<file path="config.mk">
export PLATFORM = sky130hd
export DESIGN_NAME = spi_txn_sequencer
export DESIGN_NICKNAME = d
export VERILOG_FILES = /design/src/rtl/spi_pkg.sv /design/src/rtl/spi_cmd_fifo.sv /design/src/rtl/spi_txn_sequencer.sv
export SDC_FILE = /design/constraint.sdc
export NUM_CORES = 1
export LEC_CHECK = 0
export CORE_ASPECT_RATIO = 1.2
export CORE_MARGIN = 2
export CORE_UTILIZATION = 58
export DETAILED_ROUTE_END_ITERATION = 10
export PLACE_DENSITY_LB_ADDON = 0.12
export SKIP_LAST_GASP = 1
export SLEW_MARGIN = 20
export SYNTH_ARGS = -nofsm -noshare
export SYNTH_HDL_FRONTEND = slang
export SYNTH_HIERARCHICAL = 1
export SYNTH_SLANG_ARGS = --single-unit
export TNS_END_PERCENT = 10
</file>
<file path="constraint.sdc">
create_clock -name clk -period 5 [get_ports clk]
set_clock_uncertainty 0.2 [all_clocks]
set_input_delay 1 -clock clk [delete_from_list [all_inputs] [get_ports clk]]
set_output_delay 1 -clock clk [all_outputs]
set_load 0.01 [all_outputs]
</file>
<file path="src/rtl/spi_pkg.sv">
// spi_pkg: command layout, reserved address and sequencer states for spi_txn_sequencer.
package spi_pkg;
  localparam int CMD_W = 12;
  localparam int ADDR_HI = 11;
  localparam int ADDR_LO = 10;
  localparam int CPOL_BIT = 9;
  localparam int CPHA_BIT = 8;
  localparam int TX_HI = 7;
  localparam logic [1:0] ADDR_INVALID = 2'b11;
  typedef enum logic [2:0] {
    S_IDLE, S_LOAD, S_START, S_WAIT, S_CAPTURE, S_RESP
  } state_t;
endpackage

</file>
<file path="src/rtl/spi_cmd_fifo.sv">
// spi_cmd_fifo: synchronous FIFO holding queued SPI commands; head visible on dout_o.
module spi_cmd_fifo #(
  parameter int DEPTH = 4,
  parameter int W = 12
) (
  input  logic         clk,
  input  logic         reset,
  input  logic         push_i,
  input  logic         pop_i,
  input  logic [W-1:0] din_i,
  output logic [W-1:0] dout_o,
  output logic         full_o,
  output logic         empty_o
);
  localparam int AW = $clog2(DEPTH);
  logic [W-1:0] mem_q [DEPTH];
  logic [AW-1:0] wr_q, rd_q;
  logic [AW:0] cnt_q;
  logic wr, rd;
  assign full_o = cnt_q == (AW+1)'(DEPTH);
  assign empty_o = cnt_q == '0;
  assign dout_o = mem_q[rd_q];
  // a full FIFO may still accept a write when the head leaves in the same cycle
  assign wr = push_i && (!full_o || pop_i);
  assign rd = pop_i && !empty_o;
  always_ff @(posedge clk)
    if (wr) mem_q[wr_q] <= din_i;
  always_ff @(posedge clk) begin
    if (!reset) begin
      wr_q <= '0;
      rd_q <= '0;
      cnt_q <= '0;
    end else begin
      if (wr) wr_q <= wr_q + AW'(1);
      if (rd) rd_q <= rd_q + AW'(1);
      cnt_q <= cnt_q + (AW+1)'(wr) - (AW+1)'(rd);
    end
  end
endmodule

</file>
<file path="src/rtl/spi_txn_sequencer.sv">
// spi_txn_sequencer: queues SPI commands and runs one 8-bit SPI_Protocol transfer at a time.
module spi_txn_sequencer
  import spi_pkg::*;
#(
  parameter int DEPTH = 4,
  parameter int XFER_CYCLES = 20
) (
  input  logic        clk,
  input  logic        reset,
  input  logic        cmd_valid,
  output logic        cmd_ready,
  input  logic [11:0] cmd_data,
  output logic        rsp_valid,
  input  logic        rsp_ready,
  output logic [7:0]  rsp_data,
  output logic [1:0]  rsp_addr,
  output logic        rsp_err,
  output logic        busy,
  output logic        load,
  output logic        start,
  output logic [7:0]  data_in_master,
  output logic [1:0]  Address,
  output logic        CPOL,
  output logic        CPHA,
  input  logic [7:0]  data_out_master
);
  localparam int CW = $clog2(XFER_CYCLES + 1);
  state_t state_q, state_d;
  logic [CW-1:0] cnt_q, cnt_d;
  logic [7:0] dim_q, dim_d, rsp_data_q, rsp_data_d;
  logic [1:0] addr_q, addr_d, rsp_addr_q, rsp_addr_d;
  logic cpol_q, cpol_d, cpha_q, cpha_d, rsp_err_q, rsp_err_d;
  logic [CMD_W-1:0] head;
  logic full, empty, pop;
  assign pop = state_q == S_IDLE && !empty;
  spi_cmd_fifo #(.DEPTH(DEPTH), .W(CMD_W)) u_fifo (
    .clk(clk), .reset(reset), .push_i(cmd_valid && !full), .pop_i(pop),
    .din_i(cmd_data), .dout_o(head), .full_o(full), .empty_o(empty)
  );
  always_comb begin
    state_d = state_q;
    cnt_d = cnt_q;
    dim_d = dim_q;
    addr_d = addr_q;
    cpol_d = cpol_q;
    cpha_d = cpha_q;
    rsp_data_d = rsp_data_q;
    rsp_addr_d = rsp_addr_q;
    rsp_err_d = rsp_err_q;
    case (state_q)
      S_IDLE:
        if (!empty) begin
          if (head[ADDR_HI:ADDR_LO] == ADDR_INVALID) begin
            state_d = S_RESP;
            rsp_err_d = 1'b1;
            rsp_data_d = '0;
            rsp_addr_d = ADDR_INVALID;
          end else begin
            // SPI configuration is only ever updated here, so SCLK idle level stays put
            state_d = S_LOAD;
            dim_d = head[TX_HI:0];
            addr_d = head[ADDR_HI:ADDR_LO];
            cpol_d = head[CPOL_BIT];
            cpha_d = head[CPHA_BIT];
          end
        end
      S_LOAD: state_d = S_START;
      S_START: begin
        cnt_d = '0;
        state_d = S_WAIT;
      end
      S_WAIT: begin
        cnt_d = cnt_q + CW'(1);
        state_d = cnt_q == CW'(XFER_CYCLES - 1) ? S_CAPTURE : S_WAIT;
      end
      S_CAPTURE: begin
        rsp_data_d = data_out_master;
        rsp_addr_d = addr_q;
        rsp_err_d = 1'b0;
        state_d = S_RESP;
      end
      S_RESP: state_d = rsp_ready ? S_IDLE : S_RESP;
      default: state_d = S_IDLE;
    endcase
  end
  always_ff @(posedge clk) begin
    if (!reset) begin
      state_q <= S_IDLE;
      cnt_q <= '0;
      dim_q <= '0;
      addr_q <= '0;
      cpol_q <= 1'b0;
      cpha_q <= 1'b0;
      rsp_data_q <= '0;
      rsp_addr_q <= '0;
      rsp_err_q <= 1'b0;
    end else begin
      state_q <= state_d;
      cnt_q <= cnt_d;
      dim_q <= dim_d;
      addr_q <= addr_d;
      cpol_q <= cpol_d;
      cpha_q <= cpha_d;
      rsp_data_q <= rsp_data_d;
      rsp_addr_q <= rsp_addr_d;
      rsp_err_q <= rsp_err_d;
    end
  end
  assign cmd_ready = !full;
  assign busy = state_q != S_IDLE || !empty;
  assign load = state_q == S_LOAD;
  assign start = state_q == S_START;
  assign rsp_valid = state_q == S_RESP;
  assign rsp_data = rsp_data_q;
  assign rsp_addr = rsp_addr_q;
  assign rsp_err = rsp_err_q;
  assign data_in_master = dim_q;
  assign Address = addr_q;
  assign CPOL = cpol_q;
  assign CPHA = cpha_q;
endmodule

</file>
After elaboration in Yosys (flattened, before gate mapping) --
Memory sizes are Yosys's and may differ from the RTL's. A register that Yosys moved wholly into a read port is not among the register bits. Cells that the tools add are included.
Cells by class: add/subtract/negate cells 5, equal/unequal tests 10, mux-type cells 19, bitwise logic cells 2, reductions and logical operators 15
Operators with widths (number):
- 3-bit case mux with 6 select lines | 1
- 8-bit two-way mux | 2
- 8-bit case mux with 2 select lines | 1
- 3-bit two-way mux | 4
- 5-bit case mux with 2 select lines | 1
- 3-bit equality test (second input constant) | 3
- 2-bit two-way mux | 4
- 3-bit by 2-bit equality test with 1-bit output (second input constant) | 2
- 3-bit zero test | 2
- 3-bit AND reduction | 2
- 5-bit by 1-bit adder with 5-bit output (second input constant) | 1
- 5-bit equality test (second input constant) | 1
- 2-bit by 1-bit adder with 2-bit output (second input constant) | 2
- 1-bit logical AND | 4
- 1-bit two-way mux | 4
- 2-bit case mux with 2 select lines | 1
- 2-bit nonzero test | 2
- 3-bit by 1-bit adder with 3-bit output | 1
- 3-bit by 1-bit equality test with 1-bit output (second input constant) | 1
- 3-bit nonzero test | 1
- 3-bit by 1-bit subtractor with 3-bit output | 1
- 2-bit equality test (second input constant) | 1
- 1-bit zero test | 2
- 1-bit logical OR | 2
- 4 further kinds | 5
Storage, ports and cells: flip-flop bits (word level) 38, RAM bits 48, input bits 24, output and inout port bits 28, logic and storage cells 64, memories kept 1
Memories:
- u_fifo.mem_q | words 4, bits a word 12, read ports 1, clocked after memory_dff 1, write ports 1, line spi_cmd_fifo.sv:16 | logic [W-1:0] mem_q [DEPTH];

Longest topological paths before layout --
depth after elaboration 7, depth in mapped cells 14

Cells and area by module --
The synthesis kept the hierarchy.
By module, submodules not included:
- spi_cmd_fifo | times used 1, cells each 113, area an instance 2214.6 um2, seq. area each 1621.6 um2
- spi_txn_sequencer | times used 1, cells each 154, area an instance 1375.1 um2, seq. area each 620.6 um2

Least setup slack after synthesis --
No wires, ideal clock.
path kind input to register, from input port cmd_valid, to register u_fifo.cnt_q[2], data arrival time 2.649 ns, required time 4.685 ns, setup slack 2.036 ns, stages 10, path buffers 0, cell sequence nor2b_1 -> a21boi_2 -> inv_2 -> ha_1 -> inv_1 -> ha_1 -> fa_1 -> xnor2_1 -> xnor2_1 -> and2_1
Between the ends: word-level cells in the longest chain between the ends 4
Ends and longest elaborated chain:
- from (decl) | line spi_txn_sequencer.sv:10 | input logic cmd_valid,
- 1-bit logical AND | line spi_txn_sequencer.sv:37 | .clk(clk), .reset(reset), .push_i(cmd_valid && !full), .pop_i(pop),
- 1-bit logical AND | line spi_cmd_fifo.sv:24 | assign wr = push_i && (!full_o || pop_i);
- 3-bit by 1-bit adder with 3-bit output | line spi_cmd_fifo.sv:36 | cnt_q <= cnt_q + (AW+1)'(wr) - (AW+1)'(rd);
- 3-bit by 1-bit subtractor with 3-bit output | line spi_cmd_fifo.sv:36
- to (signal assigned) | line spi_cmd_fifo.sv:36
- to (decl) | line spi_cmd_fifo.sv:18 | logic [AW:0] cnt_q;
Every way passes these cells. A chain may end at the register's enable or synchronous reset.

Worst setup path after layout --
from register u_fifo.cnt_q[1], to output port busy
Between the ends: word-level cells in the longest chain between the ends 3
Ends and longest elaborated chain:
- 3-bit zero test | line spi_cmd_fifo.sv:21 | assign empty_o = cnt_q == '0;
- net empty | line spi_txn_sequencer.sv:34 | logic full, empty, pop;
- 1-bit zero test | line spi_txn_sequencer.sv:110 | assign busy = state_q != S_IDLE || !empty;
- 1-bit logical OR | line spi_txn_sequencer.sv:110
- to (decl) | line spi_txn_sequencer.sv:18 | output logic busy,
The timed path passes the listed nets, and every way through them passes these cells.

==> metrics.txt <==
Worst Setup EP=busy; die width=75.8 um; first-pass GRT wire length=9.73 mm; Final Critical Period=3.38 ns; initial core utilization=59.7%; Residual DRC=0; later-pin clock latency in the skew report=0.34 ns; CTS Buf Count=9; mapped cell area=0.00359 mm^2; final number of hold-violating endpoints=0; worst path arrival time=2.18 ns; vias per cell=5.43; number of synthesized flops with an enable pin=48; status=complete, no violations; post-synth top area cell=edfxtp_1; GRT Overall Usage=19.2%; antenna-violating nets left=0; area of the multi-input gates=0.00124 mm^2; n_diodes=0; setup bufs post-CTS=0; clk buf depth=2; Slowest Stage Delay on Critical Path=0.64 ns; post-layout util=71.8%; max-slew violation count=0; async set or reset register ratio after synthesis=0%; CTS tree=yes; flop-to-flop setup slack=1.79 ns; yosys warns=6; WHS Path Cells=2; Mapped Avg Cell Area=13.4 um^2; dpl cells=387; FILL cells=429; Hold Crit Class=flip-flop to flip-flop; Worst Reg-to-Reg Cells=12; worst vdd ir=0.000387 V; row count=31; Final setup viols=0; vias in the first global route=2133; dominant synthesized flop cell=edfxtp_1; ranking of synthesized cells by area=edfxtp_1 (40%), dfxtp_1 (22%), mux4_2 (7.5%), mux2i_1 (3.3%), nand2_1 (3.3%); Die Y=90.2 um; synthesized instance count=267; Core Box Area=0.00601 mm^2; drt pass-1 iters=4; H-tree depth=3; Synth top cells by count=edfxtp_1 (48), dfxtp_1 (40), nand2_1 (32); final clock period utilization by the worst path=67.5%; Port Buf Inserts=51; Stages on worst setup path=3; die area=0.00684 mm^2; Netlist cell types=43; Hold-fix buffers, CTS=0; Synth Net Count=299; largest net degree at the start of global routing=26; crit-path max FO=7; final wirelength=5.94 mm; initial antenna violation count=0; worst-margin pin slew=0.792 ns; hold slack=0.259 ns; RR Startpoint=state_q[0]$_SDFFE_PN0P_; CP required=3.80 ns; WL/cell=14.7 um; share of layout cells above drive strength 1=13.1%; Layout Nets=348; sum of buffers and inverters on the critical path=1; Final Wtd Congestion=0.740; register area=0.00224 mm^2; fmax=296 MHz; CP max-delay cell=or4b_2; Post-DP HPWL=4.21 mm; #FFs+latches synth=88; via count=2188; most common cell in the netlist=edfxtp_1; Critical R2R Capture=u_fifo/cnt_q[2]$_SDFF_PN0_; Post-CTS Resized=0; GRT Residual Overflow=0; Worst slew margin=47.1%; Leak=1.46 nW; CP endpoint kind=primary output; root buffer cell=clkbuf_8; Clock Pin Slew Worst Setup and Hold Paths=0.09 ns; area delta synth->final=20.3%; CP delay by family, top=simple AND/OR/NAND/NOR gates; Top Ports=52; crit start category=flip-flop; post-route setup TNS=0 ns; unrepaired setup endpoints after global routing=no; top cell type's share of synthesized area=40.2%; Worst Setup SP=u_fifo/cnt_q[1]$_SDFF_PN0_; PD cells=506 mW/mm^2; initial DRC count=105; Seq/Total Area, Yosys=62.5%; max cap viols=0; Critical Path, Cell by Cell=nor3_2 -> or4b_2 -> clkdlybuf4s50_1; Post-Layout Cell Count=403; critical path class=flip-flop to primary output; Sink Count=88
-- sequential cells by signal, summed over array words and instances (netlist names), named ones only --
signal,count
state_q,3
u_fifo/wr_q,2
u_fifo/cnt_q,3
rsp_addr,2
Address,2
CPOL,1
rsp_err,1
data_in_master,8
u_fifo/rd_q,2
cnt_q,5
rsp_data,8
CPHA,1
u_fifo/mem_q,48
-- cell usage in the layout, fill, tap and decap left out, types with 3 or more instances in the layout --
| master | instances |
|---|---|
| clkinvlp_4 | 4 |
| nand2_1 | 32 |
| clkdlybuf4s50_1 | 51 |
| a22oi_1 | 8 |
| and2_1 | 7 |
| mux4_2 | 12 |
| nor2b_1 | 3 |
| a21boi_0 | 10 |
| mux2i_1 | 12 |
| nand3_1 | 12 |
| dfxtp_1 | 40 |
| nor2_1 | 9 |
| o221a_2 | 4 |
| ha_1 | 7 |
| edfxtp_1 | 48 |
| clkbuf_8 | 9 |
| nand3b_1 | 3 |
| or3_1 | 3 |
| inv_1 | 8 |
| a21oi_1 | 3 |
| o21ai_0 | 7 |
-- report_power, final --
| part | total (W) | internal [W] | switching [W] |
|---|---|---|---|
| combinational | 0.000707 | 0.000376 | 0.000331 |
| clock | 0.000433 | 0.000184 | 0.000249 |
| sequential | 0.00104 | 0.000925 | 0.000120 |
| total | 0.00218 | 0.00149 | 0.000700 |
-- worst min-delay path, cell delays in order, from the launching register on --
cell,delay [ns]
dfxtp_1,0.31
nand2_1,0.05
mux2i_1,0.05
-- kinds of logic after synthesis --
family                     count (synthesis)  share of synthesized area (%)
AOI/OAI and AO/OA                         38                           7.88
adders and majority gates                  8                           3.00
buffers and inverters                     24                           3.10
xor gates and xnor gates                   3                          0.732
and+or+nand+nor                           82                           12.0
muxes                                     24                           10.9
DFF                                       88                           62.5
-- metrics by stage --
step	power, W	cell area [um^2]	worst slack, ns
6_report	0.00218	4320	1.62
5_1_grt	0.00233	4320	1.54
4_1_cts	0.00222	4320	1.59
3_5_place_dp	0.00178	4140	1.46
3_3_place_gp	0.00176	4140	1.50
2_1_floorplan	0.00152	3590	2.04
-- final cells by class --
| cell class | instances | share of cell area [%] |
|---|---|---|
| clock buffers | 9 | 2.87 |
| clock inverters | 7 | 1.30 |
| repair buffers | 52 | 12.0 |
| inverters | 10 | 0.870 |
| flip-flops and latches | 88 | 51.9 |
| multi-input cells | 155 | 28.6 |
| well taps | 82 | 2.38 |
-- worst min path at each step --
| stage | startpoint | to | slack, ns |
|---|---|---|---|
| 6_report | CPOL$_SDFFE_PN0P_ | CPOL$_SDFFE_PN0P_ | 0.26 |
| 4_1_cts | CPOL$_SDFFE_PN0P_ | CPOL$_SDFFE_PN0P_ | 0.26 |
| 3_3_place_gp | data_in_master[4]$_SDFFE_PN0P_ | data_in_master[4]$_SDFFE_PN0P_ | 0.24 |
| 5_1_grt | data_in_master[6]$_SDFFE_PN0P_ | data_in_master[6]$_SDFFE_PN0P_ | 0.28 |
| 2_1_floorplan | cnt_q[4]$_SDFFE_PN0P_ | cnt_q[4]$_SDFFE_PN0P_ | 0.25 |
| 3_5_place_dp | data_in_master[0]$_SDFFE_PN0P_ | data_in_master[0]$_SDFFE_PN0P_ | 0.25 |
-- routing by layer --
layer	routed length, um	up-vias	GRT usage (%)
li1	-	1082	-
met1	2480	1043	23.7
met2	3050	56	31.9
met3	331	7	5.49
met4	74	0	6.14
met5	0	-	0
(Power assumes the default switching activity.)
